### src/rtl/vram_arbiter.sv
// vram_arbiter: video-priority arbiter for a single-port synchronous 16-bit VRAM, one access per clock.
// Define VRAM_ARB_STATS_EN to add the saturating cpu_stall_cnt output.
module vram_arbiter #(
  parameter int ADDR_W = 14
) (
  input  logic              clk,
  input  logic              reset_n,
  input  logic              vid_req,
  input  logic [ADDR_W:1]   vid_addr,
  output logic [15:0]       vid_dout,
  output logic              vid_valid,
  input  logic              cpu_req,
  input  logic              cpu_we,
  input  logic [ADDR_W:1]   cpu_addr,
  input  logic [15:0]       cpu_din,
  input  logic [1:0]        cpu_be,
  output logic [15:0]       cpu_dout,
  output logic              cpu_ack,
  output logic [ADDR_W:1]   ram_addr,
  output logic              ram_we,
  output logic [1:0]        ram_be,
  output logic [15:0]       ram_din,
  input  logic [15:0]       ram_dout
`ifdef VRAM_ARB_STATS_EN
  ,
  output logic [15:0]       cpu_stall_cnt
`endif
);

  typedef enum logic [1:0] {
    IDLE     = 2'd0,
    WR_ACK   = 2'd1,
    RD_WAIT1 = 2'd2,
    RD_WAIT2 = 2'd3
  } state_t;

  state_t     state;
  state_t     state_nxt;
  logic       cpu_grant;
  logic       rd_done;
  logic       rd_ack;
  logic [1:0] vid_tag;

  always_ff @(posedge clk or negedge reset_n) begin
    if (!reset_n) begin
      state <= IDLE;
    end else begin
      state <= state_nxt;
    end
  end

  always_comb begin
    state_nxt = state;
    cpu_grant = 1'b0;
    rd_done   = 1'b0;
    case (state)
      IDLE: begin
        if (cpu_req && !vid_req) begin
          cpu_grant = 1'b1;
          state_nxt = cpu_we ? WR_ACK : RD_WAIT1;
        end
      end
      WR_ACK:   state_nxt = IDLE;
      RD_WAIT1: state_nxt = RD_WAIT2;
      RD_WAIT2: begin
        rd_done   = 1'b1;
        state_nxt = IDLE;
      end
      default:  state_nxt = IDLE;
    endcase
  end

  // Write ack comes straight from the state; read ack is registered with the data.
  assign cpu_ack = (state == WR_ACK) || rd_ack;

  always_ff @(posedge clk or negedge reset_n) begin
    if (!reset_n) begin
      ram_addr <= '0;
      ram_we   <= 1'b0;
      ram_be   <= 2'b00;
      ram_din  <= 16'h0000;
    end else if (vid_req) begin
      ram_addr <= vid_addr;
      ram_we   <= 1'b0;
      ram_be   <= 2'b11;
    end else if (cpu_grant) begin
      ram_addr <= cpu_addr;
      ram_we   <= cpu_we;
      ram_be   <= cpu_be;
      ram_din  <= cpu_din;
    end else begin
      ram_we   <= 1'b0;
    end
  end

  // Tag bit 1 lines up with the RAM returning the word fetched for the video slot.
  always_ff @(posedge clk or negedge reset_n) begin
    if (!reset_n) begin
      vid_tag   <= 2'b00;
      vid_valid <= 1'b0;
      vid_dout  <= 16'h0000;
    end else begin
      vid_tag   <= {vid_tag[0], vid_req};
      vid_valid <= vid_tag[1];
      if (vid_tag[1]) begin
        vid_dout <= ram_dout;
      end
    end
  end

  always_ff @(posedge clk or negedge reset_n) begin
    if (!reset_n) begin
      rd_ack   <= 1'b0;
      cpu_dout <= 16'h0000;
    end else begin
      rd_ack <= rd_done;
      if (rd_done) begin
        cpu_dout <= ram_dout;
      end
    end
  end

`ifdef VRAM_ARB_STATS_EN
  always_ff @(posedge clk or negedge reset_n) begin
    if (!reset_n) begin
      cpu_stall_cnt <= 16'h0000;
    end else if ((state == IDLE) && cpu_req && vid_req && (cpu_stall_cnt != 16'hFFFF)) begin
      cpu_stall_cnt <= cpu_stall_cnt + 16'd1;
    end
  end
`endif

endmodule

### config.mk
export PLATFORM = sky130hd
export DESIGN_NAME = vram_arbiter
export DESIGN_NICKNAME = d
export VERILOG_FILES = /design/src/rtl/vram_arbiter.sv
export SDC_FILE = /design/constraint.sdc
export NUM_CORES = 1
export LEC_CHECK = 0
export CAP_MARGIN = 0
export CELL_PAD_IN_SITES_DETAIL_PLACEMENT = 0
export CELL_PAD_IN_SITES_GLOBAL_PLACEMENT = 1
export CORE_UTILIZATION = 32
export CTS_BUF_LIST = sky130_fd_sc_hd__clkbuf_4
export CTS_CLUSTER_DIAMETER = 200
export DETAILED_ROUTE_END_ITERATION = 8
export PLACE_DENSITY_LB_ADDON = 0.1
export SYNTH_ARGS = -nofsm -noshare
export SYNTH_HDL_FRONTEND = slang
export SYNTH_SLANG_ARGS = --single-unit
export TNS_END_PERCENT = 1
### constraint.sdc
create_clock -name clk -period 2.3 [get_ports clk]
set_input_delay 0.575 -clock clk [delete_from_list [all_inputs] [get_ports clk]]
set_output_delay 0.575 -clock clk [all_outputs]
set_load 0.02 [all_outputs]
After elaboration in Yosys (flattened, before gate mapping):

Index checks and enable logic that the tools add are counted.

* word-level logic and storage cells: 34
* register bits after elaboration: 71
* output and inout bits: 67
* bits of input ports: 67

* multiplexer cells: 12
* reductions and logical operators: 7
* equal/unequal tests: 4
* bitwise operators: 1

Operators by type and width (count)
* $mux 14: 2
* $mux 2: 4
* $pmux 2 s3: 1
* $mux 1: 5
* $eq 2x2->1 const B: 2
* $eq 2x1->1 const B: 1
* $logic_not 2->1: 1
* $ne 2x2->1 const B: 1
* $reduce_and 2->1: 1
* $reduce_bool 2->1: 1
* $reduce_or 2->1: 1
* $logic_and 1x1->1: 1
* $logic_not 1->1: 1
* $logic_or 1x1->1: 1
* $not 1->1: 1

Depth between registers and ports, before layout:

Gate-level depths: netlist of run 1.

* word-level depth: 6
* gate-level depth with buffers: 5

Least setup slack after synthesis of run 1:

Ideal clock, no wire load.

* path kind: input-to-reg
* start point: in vid_req
* end point: reg ram_din[0]
* stages: 4
* buffers on the path: 2
* arrival: 1.677 ns
* setup time: 0.125 ns
* slack: 0.498 ns
* cell sequence: buf_6 nor4b_4 buf_6 mux2_2

* cells in the longest elaborated chain, start to end: 5
* elaborated cells on any way between the ends: 6
* those cells by class: mux: 2; bitwise: 1; reduce/logical: 3

Ends and longest elaborated chain
* start: declaration: line 8 `input logic vid_req,`
* $logic_not 1->1: line 58 `if (cpu_req && !vid_req) begin`
* $logic_and 1x1->1: line 58
* $mux 1: line 58
* $mux 1: line 56 `case (state)`
* $reduce_and 2->1 (no line) *
* end signal: assignment: line 90 `ram_din <= cpu_din;`
* end: declaration: line 22 `output logic [15:0] ram_din,`

Every way passes the cells marked *; elsewhere a longest branch is shown, timed or not.
A chain may end at the register's enable or synchronous reset.

Final worst setup path of run 1:

* start point: reg cpu_dout[14]
* end point: out cpu_dout[14]

RTL lines
* start: declaration: line 17 `output logic [15:0] cpu_dout,`
* start signal: assignment: line 118 `cpu_dout <= ram_dout;`

No word-level cell between the ends.

==> results of run 1 <==
==> per-stage QoR <==
| step | area, um^2 | total power (W) |
|---|---|---|
| finish | 4298 | 0.004558 |
| global route | 4298 | 0.004829 |
| CTS | 4295 | 0.004629 |
| detailed placement | 4183 | 0.003949 |
| global placement | 4183 | 0.003924 |
| floorplan | 2726 | 0.002886 |
==> cell families (layout without fill, tap and decap cells) <==
logic type	Yosys count	after routing	share of synthesized area [%]
flip-flops	71	71	65.17
multiplexers	48	48	19.83
AO/OA/AOI/OAI	33	33	9.408
buffers and inverters	13	159	3.258
AND/OR/NAND/NOR	10	10	2.340
==> registers in the layout, summed over array words and instances, names as in the netlist <==
name,flops
vid_tag,2
cpu_dout,16
ram_we,1
vid_dout,16
ram_addr,14
rd_ack,1
ram_be,2
state,2
vid_valid,1
ram_din,16
==> placed cells by master, fill, tap and decap left out, drive strengths merged <==
master / instances
nand3: 1
clkdlybuf4s50: 131
clkinv: 3
mux2: 48
nand2: 3
dfrtp: 71
nor4b: 1
clkbuf: 10
o21ai: 2
nor2: 4
dlymetal6s2s: 1
a21oi: 1
a22o: 14
a31oi: 1
clkinvlp: 3
inv: 4
buf: 7
a21o: 15
and2: 1
==> cell usage after synthesis <==
library cell / count / area, um^2
o21ai_0: 2 / 10.01
mux2_2: 48 / 540.5
a31oi_1: 1 / 6.260
nor2_2: 1 / 6.260
nor4b_4: 1 / 23.77
nand2_1: 3 / 11.26
nand3_1: 1 / 5.000
buf_6: 5 / 56.30
inv_1: 4 / 15.01
a21oi_1: 1 / 5.000
a22o_1: 14 / 122.6
buf_1: 1 / 3.750
dfrtp_1: 71 / 1777
buf_2: 2 / 10.01
clkbuf_1: 1 / 3.750
nor2_1: 3 / 11.26
and2_1: 1 / 6.260
a21o_1: 15 / 112.6
==> power by group through the flow <==
| stage | combinational (W) | clock (W) | sequential, W |
|---|---|---|---|
| floorplan | 0.000537 | 0 | 0.00235 |
| finish | 0.00204 | 0.000673 | 0.00184 |
| detailed placement | 0.00207 | 0 | 0.00188 |
| global route | 0.00217 | 0.000761 | 0.00190 |
| global placement | 0.00206 | 0 | 0.00187 |
| CTS | 0.00208 | 0.000698 | 0.00185 |
==> repair_timing <==
item,4_1_cts,5_1_grt
gates resized for setup,0,1
hold buffers,0,0
endpoints found under the setup margin,0,1
==> path summary, 6_finish.rpt <==
| check | start | endpoint | slack (ns) | depth (start not counted) |
|---|---|---|---|---|
| max in group asynchronous | reset_n | ram_addr[12] | 1.66 | 2 |
| worst min register to register | vid_tag[0] | vid_tag[1] | 0.38 | 0 |
| worst max register to register | state[0] | ram_addr[8] | 0.72 | 5 |
| worst min-delay path | reset_n | ram_din[4] | 0.07 | 1 |
| worst max-delay path | cpu_dout[14] | cpu_dout[14] | 0.33 | 1 |
| min in group clk | vid_tag[0] | vid_tag[1] | 0.38 | 0 |
==> layer usage <==
layer  global-route usage, %  wire length [um]  share of wire (%)
met5                       0                 0                  0
met4                   7.308               108                1.7
met3                   5.340               590                9.4
met2                   21.80              2911                 46
met1                   19.15              2688                 43
==> layout make-up <==
class | instances | area (um^2)
Fill cell | 753 | 3919
Sequential cell | 71 | 1777
Timing Repair Buffer | 139 | 1401
Multi-Input combinational cell | 91 | 860.8
Tap cell | 105 | 131.4
Clock buffer | 10 | 75.07
Clock inverter | 6 | 37.54
Inverter | 4 | 15.01
==> metrics.md, run 1 <==
| Metric | Value |
|---|---|
| Global-route wire length before repair | 9798 um |
| Number of hold violations in the final report | 0 |
| Post-Syn Instances | 175 |
| Peak Freq | 508.1 MHz |
| Number of buffers and inverters on the critical path | 1 |
| Number of buffers inserted by port buffering | 133 |
| Post-route setup TNS | 0 ns |
| Residual DRC | 0 |
| Final weighted congestion of routability-driven global placement | 0.6596 |
| Cell area after synthesis | 0.002726 mm^2 |
| Vias in the first global route | 1929 |
| Final period demand of the worst path | 1.968 ns |
| CTS Buf Count | 9 |
| Clock Latency Late Sink | 0.41 ns |
| Signed area change from the synthesized netlist to the final layout | 57.64% |
| Drt first pass iters | 4 |
| Library cell used as clock root buffer | clkbuf_4 |
| Vias per inst | 4.568 |
| Total congestion overflow | 0 |
| CTS clk-pin slew, worst paths | 0.12 ns |
| Ports | 134 |
| Library cells used by synthesis | 18 |
| Drt total wl | 6299 um |
| Chip Width | 94.31 um |
| Count of maximum capacitance violations | 0 |
| Synthesized area per cell | 15.58 um^2 |
| Share of total power in sequential cells | 40.5% |
| Share of final-layout standard cells stronger than drive strength 1 | 22.74% |
| Run status | complete, no violations |
| Slew HR | 74.50% |
| Pwr/cell area | 1060 mW/mm^2 |
| Internal power summed over all cells | 0.002993 W |
| Worst slew pin tran | 0.3825 ns |
| Post-layout net count | 383 |
| Total net switching power | 0.001565 W |
| Final number of setup-violating endpoints | 0 |
| Ant diodes | 0 |
| Required time reported for the critical path endpoint | 1.73 ns |
| Setup Buffers After CTS | 0 |
| RSZ-0062 raised after global routing | no |
| Combinational fraction of design power | 44.8% |
| Final clock period utilization by the worst path | 85.58% |
| Highest-delay cell along the critical path | clkdlybuf4s50_1 |
| Clk_skew | 0.01262 ns |
| Final cell count without fillers | 426 |
| Category of cells accounting for the largest share of critical-path delay | buffers and inverters |
| Cells along the critical path | clkdlybuf4s50_1 |
| Class of the most critical setup path | register to primary output |
| CTS H-tree depth | 3 |
| Critical path arrival | 1.39 ns |
| Post-synthesis sequential area ratio | 65.17% |
| Portion of total power attributed to the clock network | 14.8% |
| Clock Sinks | 71 |
| Global router's overall resource usage | 14.80% |
| Initial antenna violation count | 0 |
| Post-route ant nets | 0 |
| Startpoint kind of the worst setup timing path | register |
| Initial Utilization | 33.18% |
| Number of nets produced by synthesis | 242 |
| Count of synthesis-stage warnings from yosys | 0 |
| Worst hold slack | 0.07381 ns |
| Critical path capture point type | primary output |
| Count of final max-slew check failures | 0 |
| Height of the die | 94.31 um |
| Final HPWL from detailed placement | 4362 um |
| Initial drt markers | 43 |
| Core region area | 0.008217 mm^2 |
| Largest stage delay, worst path | 0.63 ns |
| Vias | 1946 |
| Worst hold-check path type | input port to async pin |
| Share of total power consumed by net switching | 34.34% |
| Pin count of the biggest net entering global routing | 44 |
| Wire length per cell after detailed routing | 14.79 um |
| Number of register bits inferred by synthesis | 71 |
| Maximum fanout count along the critical path | 2 |
| TritonCTS clock tree | done |
| Largest buffer count on any clock path | 2 |
| Placed Cells incl. Taps | 410 |
| Final critical-path setup slack | 0.3317 ns |
| Floorplan row count | 33 |
| Peak supply drop | 0.4782 mV |
| Post-route core utilization | 52.31% |
| LEAKAGE | 1.871 nW |
| Die Footprint | 0.008893 mm^2 |
| Post-placement worst setup slack | 0.1471 ns |
(Power assumes the default switching activity.)
==> run 2: changes to the inputs <==
Settings changed: CORE_UTILIZATION 32 to 29.
Clock period 2.3 ns to 1.7 ns, I/O delays scaled along.
==> metrics.md, run 2 (synthesized netlist as in run 1, its figures left out) <==
| Metric | Value |
|---|---|
| Run status | complete, no violations (unchanged) |
| Peak supply drop | 0.6001 mV (was 0.4782 mV) |
| Slew HR | 69.21% (was 74.50%) |
| Peak Freq | 634.5 MHz |
| Total congestion overflow | 0 (unchanged) |
| Initial drt markers | 50 (was 43) |
| Core region area | 0.009153 mm^2 (was 0.008217 mm^2) |
| Placed Cells incl. Taps | 425 (was 410) |
| Pwr/cell area | 1366 mW/mm^2 (was 1060 mW/mm^2) |
| Biggest registers after layout | cpu_dout (16), ram_din (16), vid_dout (16) (unchanged) |
| Global router's overall resource usage | 14.62% (was 14.80%) |
| Final cell count without fillers | 442 (was 426) |
| Commonest cells after routing, fill and taps aside | dfrtp_1, dlygate4sd2_1, clkdlybuf4s50_1 (was clkdlybuf4s50_1, dfrtp_1, mux2_2) |
| Worst hold-check path type | register to register (was input port to async pin) |
| Final weighted congestion of routability-driven global placement | 0.6568 (was 0.6596) |
| Number of hold violations in the final report | 0 (unchanged) |
| Maximum fanout count along the critical path | 3 (was 2) |
| Number of buffers inserted by port buffering | 133 (unchanged) |
| TritonCTS clock tree | done (unchanged) |
| Post-route ant nets | 0 (unchanged) |
| Final critical-path setup slack | 0.1239 ns (was 0.3317 ns) |
| CTS clk-pin slew, worst paths | 0.11 ns (was 0.12 ns) |
| Ports | 134 (unchanged) |
| Wire length per cell after detailed routing | 15.01 um (was 14.79 um) |
| Largest buffer count on any clock path | 2 (unchanged) |
| Initial Utilization | 29.79% (was 33.18%) |
| Clock Sinks | 71 (unchanged) |
| Vias per inst | 4.532 (was 4.568) |
| Startpoint kind of the worst setup timing path | register (unchanged) |
| Library cell used as clock root buffer | clkbuf_4 (unchanged) |
| Ant diodes | 0 (unchanged) |
| Share of final-layout standard cells stronger than drive strength 1 | 25.08% (was 22.74%) |
| Chip Width | 98.96 um (was 94.31 um) |
| Instance area after placement | 0.004245 mm^2 (was 0.004183 mm^2) |
| Final period demand of the worst path | 1.576 ns |
| Critical path arrival | 1.15 ns (was 1.39 ns) |
| Post-Layout Inst Area | 0.004280 mm^2 (was 0.004298 mm^2) |
| Final number of setup-violating endpoints | 0 (unchanged) |
| Drt first pass iters | 5 (was 4) |
| Global-route wire length before repair | 11180 um (was 9798 um) |
| CTS Buf Count | 9 (unchanged) |
| Clock Latency Late Sink | 0.39 ns (was 0.41 ns) |
| Die Footprint | 0.009793 mm^2 (was 0.008893 mm^2) |
| Post-route setup TNS | 0 ns (unchanged) |
| Worst slew pin tran | 0.4619 ns (was 0.3825 ns) |
| RSZ-0062 raised after global routing | no (unchanged) |
| Final clock period utilization by the worst path | 92.71% |
| Residual DRC | 0 (unchanged) |
| Final Total Pwr | 0.005847 W (was 0.004558 W) |
| CTS H-tree depth | 3 (unchanged) |
| Clk_skew | 0.009006 ns (was 0.01262 ns) |
| LEAKAGE | 2.012 nW (was 1.871 nW) |
| Floorplan row count | 35 (was 33) |
| Final HPWL from detailed placement | 4778 um (was 4362 um) |
| Post-layout net count | 393 (was 383) |
| # fillers | 865 (was 753) |
| Vias | 2003 (was 1946) |
| Post-placement worst setup slack | -0.2216 ns (was 0.1471 ns) |
| Height of the die | 98.96 um (was 94.31 um) |
| Initial antenna violation count | 0 (unchanged) |
| Count of final max-slew check failures | 0 (unchanged) |
| Critical path capture point type | primary output (unchanged) |
| Setup Buffers After CTS | 0 (unchanged) |
| Most common cell after layout, fill and taps aside | dfrtp_1 (was clkdlybuf4s50_1) |
| Count of maximum capacitance violations | 0 (unchanged) |
| Required time reported for the critical path endpoint | 1.27 ns (was 1.73 ns) |
| Drt total wl | 6633 um (was 6299 um) |
| Signed area change from the synthesized netlist to the final layout | 57.00% (was 57.64%) |
| Vias in the first global route | 2184 (was 1929) |
| Class of the most critical setup path | register to primary output (unchanged) |
| Pin count of the biggest net entering global routing | 36 (was 44) |
==> run 2: power breakdown <==
| group | leakage (nW) | total (W) | internal, W | switching, W |
|---|---|---|---|---|
| Sequential | 0.838 | 0.00248 | 0.00223 | 0.000255 |
| Combinational | 1.11 | 0.00245 | 0.00118 | 0.00127 |
| Clock | 0.0671 | 0.000917 | 0.000344 | 0.000573 |
| Total | 2.01 | 0.00585 | 0.00375 | 0.00210 |
==> run 2: cell type report <==
class	instances	area, um^2	area share (%)
sequential	71	1777	41.51
timing repair buffer	149	1376	32.15
multi-input combinational	91	860.8	20.11
tap	111	138.9	3.245
clock buffer	12	90.09	2.105
clock inverter	4	22.52	0.5262
inverter	4	15.01	0.3508
==> run 2: worst paths after layout <==
kind,end,cells past startpoint,startpoint,slack [ns]
setup / recovery,cpu_ack,2,state[0],0.12
setup reg to reg,ram_din[10],4,state[1],0.15
min in group asynchronous,ram_addr[1],2,reset_n,0.51
hold reg to reg,vid_tag[1],0,vid_tag[0],0.36
hold / removal,vid_tag[1],0,vid_tag[0],0.36
max in group asynchronous,cpu_dout[5],3,reset_n,0.67
==> run 2: timing repair <==
| action | CTS | global route |
|---|---|---|
| setup endpoints to repair | 67 | 0 |
| hold endpoints to repair | 33 | 0 |
| hold buffers | 1 | 0 |
| gates resized for setup | 70 | 0 |
==> run 2: routing by layer <==
| layer | vias up | share of wire (%) | track usage [%] |
|---|---|---|---|
| li1 | 928 | - | - |
| met2 | 84 | 47 | 23.83 |
| met4 | 0 | 1.2 | 5.511 |
| met1 | 983 | 44 | 18.43 |
| met5 | - | 0 | 0 |
| met3 | 8 | 7.9 | 4.184 |
==> run 2: per-stage QoR <==
step | util [%] | hold WS [ns]
global placement | 46.38 | 0.3409
floorplan | - | 0.1294
CTS | 46.77 | 0.3629
detailed placement | 46.38 | 0.3365
global route | 46.77 | 0.3857
finish | 46.77 | 0.3583
==> run 2: critical path, cell delays in order (launching register included) <==
cell	delay, ns
dfrtp_1	0.44
a21o_1	0.17
buf_2	0.16
==> run 3: changes to the inputs <==
Settings changed: CORE_UTILIZATION 29 to 28, CTS_BUF_LIST sky130_fd_sc_hd__clkbuf_4 to sky130_fd_sc_hd__clkbuf_16.
==> metrics.md, run 3 (synthesized netlist as in run 1, its figures left out) <==
| Metric | Value |
|---|---|
| Drt first pass iters | 4 (was 5) |
| Footprint of the multi-input gates | 860.8 um^2 (unchanged) |
| Peak supply drop | 0.7328 mV (was 0.6001 mV) |
| # fillers | 875 (was 865) |
| Residual DRC | 0 (unchanged) |
| Final cell count without fillers | 456 (was 442) |
| Clock Sinks | 71 (unchanged) |
| Ports | 134 (unchanged) |
| Post-route setup TNS | 0 ns (unchanged) |
| Number of hold violations in the final report | 0 (unchanged) |
| Global-route wire length before repair | 10800 um (was 11180 um) |
| Core region area | 0.009328 mm^2 (was 0.009153 mm^2) |
| LEAKAGE | 2.135 nW (was 2.012 nW) |
| Share of final-layout standard cells stronger than drive strength 1 | 23.24% (was 25.08%) |
| Wire length per cell after detailed routing | 14.80 um (was 15.01 um) |
| Class of the most critical setup path | register to primary output (unchanged) |
| TritonCTS clock tree | done (unchanged) |
| Total congestion overflow | 0 (unchanged) |
| Worst slew pin tran | 0.5838 ns (was 0.4619 ns) |
| Worst hold-check path type | input port to async pin (was register to register) |
| Biggest registers after layout | cpu_dout (16), ram_din (16), vid_dout (16) (unchanged) |
| Worst reg2reg path endpoint | ram_din[13] (was ram_din[10]) |
| Chip Width | 100.7 um (was 98.96 um) |
| Required time reported for the critical path endpoint | 1.27 ns (about the same) |
| Reg2reg path depth | 5 (was 4) |
| Reg-to-reg slack, setup | 0.13 ns (was 0.15 ns) |
| Commonest cells after routing, fill and taps aside | dfrtp_1, clkdlybuf4s50_1, dlygate4sd2_1 (was dfrtp_1, dlygate4sd2_1, clkdlybuf4s50_1) |
| CTS clk-pin slew, worst paths | 0.05 ns (was 0.11 ns) |
| Placed Cells incl. Taps | 442 (was 425) |
| Post-route core utilization | 48.26% (was 46.77%) |
| Largest buffer count on any clock path | 2 (unchanged) |
| Pwr/cell area | 1457 mW/mm^2 (was 1366 mW/mm^2) |
| Most common cell after layout, fill and taps aside | dfrtp_1 (unchanged) |
| Storage cell area | 0.001778 mm^2 (was 0.001777 mm^2) |
| Count of final max-slew check failures | 0 (unchanged) |
| Setup Buffers After CTS | 0 (unchanged) |
| Vias in the first global route | 2134 (was 2184) |
| Post-layout net count | 391 (was 393) |
| CTS-repair resized insts | 60 (was 70) |
| Slew HR | 61.04% (was 69.21%) |
| RSZ-0062 raised after global routing | yes (was no) |
| Height of the die | 100.7 um (was 98.96 um) |
| Ant diodes | 0 (unchanged) |
| Critical path arrival | 1.23 ns (was 1.15 ns) |
| Number of buffers inserted by port buffering | 133 (unchanged) |
| Run status | complete, no violations (unchanged) |
| Global router's overall resource usage | 14.22% (was 14.62%) |
| Vias | 1938 (was 2003) |
| CTS Buf Count | 9 (unchanged) |
| Pin count of the biggest net entering global routing | 36 (unchanged) |
| Vias per inst | 4.250 (was 4.532) |
| Instance area after placement | 0.004310 mm^2 (was 0.004245 mm^2) |
| Initial drt markers | 40 (was 50) |
| Startpoint kind of the worst setup timing path | register (unchanged) |
| Floorplan row count | 35 (unchanged) |
| Signed area change from the synthesized netlist to the final layout | 65.12% (was 57.00%) |
| Post-route ant nets | 0 (unchanged) |
| Final Total Pwr | 0.006558 W (was 0.005847 W) |
| Peak Freq | 605.9 MHz (was 634.5 MHz) |
| Maximum fanout count along the critical path | 5 (was 3) |
| Final weighted congestion of routability-driven global placement | 0.6891 (was 0.6568) |
| CTS H-tree depth | 3 (unchanged) |
| Final HPWL from detailed placement | 4905 um (was 4778 um) |
| Hold buffers post-CTS | 0 (was 1) |
| Initial antenna violation count | 0 (unchanged) |
| Clock Latency Late Sink | 0.32 ns (was 0.39 ns) |
| Initial Utilization | 29.23% (was 29.79%) |
| Clk_skew | 0.005510 ns (was 0.009006 ns) |
| Post-Layout Inst Area | 0.004502 mm^2 (was 0.004280 mm^2) |
| Drt total wl | 6747 um (was 6633 um) |
| Library cell used as clock root buffer | clkbuf_16 (was clkbuf_4) |
| Critical path capture point type | primary output (unchanged) |
| Final number of setup-violating endpoints | 0 (unchanged) |
| RR Startpoint | state[1] (unchanged) |
| Die Footprint | 0.01014 mm^2 (was 0.009793 mm^2) |
| Final clock period utilization by the worst path | 97.08% (was 92.71%) |
| Count of maximum capacitance violations | 0 (unchanged) |
| Final period demand of the worst path | 1.650 ns (was 1.576 ns) |
[run 3: final cells by class]
cell class / count / area share, %
multi-input combinational: 91 / 19.12
tap: 129 / 3.585
sequential: 71 / 39.49
clock inverter: 5 / 0.4447
inverter: 4 / 0.3335
clock buffer: 9 / 5.003
timing repair buffer: 147 / 32.02
[run 3: routing by layer]
layer	track usage [%]	wire length (um)
met1	16.97	2938
met2	23.50	3198
met3	5.964	549
met4	4.013	61
met5	0	0
[run 3: worst max path at each step]
stage	end	startpoint	slack, ns	cells after the start
3_3_place_gp	ram_din[7]	vid_req	-0.22	5
2_1_floorplan	ram_din[0]	vid_req	0.05	4
6_report	cpu_ack	state[0]	0.05	2
3_5_place_dp	ram_din[13]	vid_req	-0.24	5
4_1_cts	ram_addr[13]	ram_addr[13]	0.00007	1
5_1_grt	cpu_ack	state[1]	-0.01	3
[run 3: critical path, cell delays in order, from the launching register on]
cell	delay, ns
dfrtp_2	0.44
a21o_1	0.17
clkdlybuf4s15_1	0.30
[run 3: per-stage QoR]
| stage | hold slack [ns] | worst slack [ns] |
|---|---|---|
| 2_1_floorplan | 0.1294 | 0.04803 |
| 3_3_place_gp | 0.3379 | -0.2245 |
| 3_5_place_dp | 0.3347 | -0.2433 |
| 4_1_cts | 0.06783 | 0.00006994 |
| 5_1_grt | 0.09407 | -0.01130 |
| 6_report | 0.06373 | 0.04967 |
[run 3: where the power goes]
group | internal [W] | leakage, nW | total (W) | switching (W)
clock network | 0.000945 | 0.129 | 0.00156 | 0.000617
logic | 0.00124 | 1.17 | 0.00251 | 0.00127
registers | 0.00224 | 0.837 | 0.00249 | 0.000251
total | 0.00442 | 2.13 | 0.00656 | 0.00214
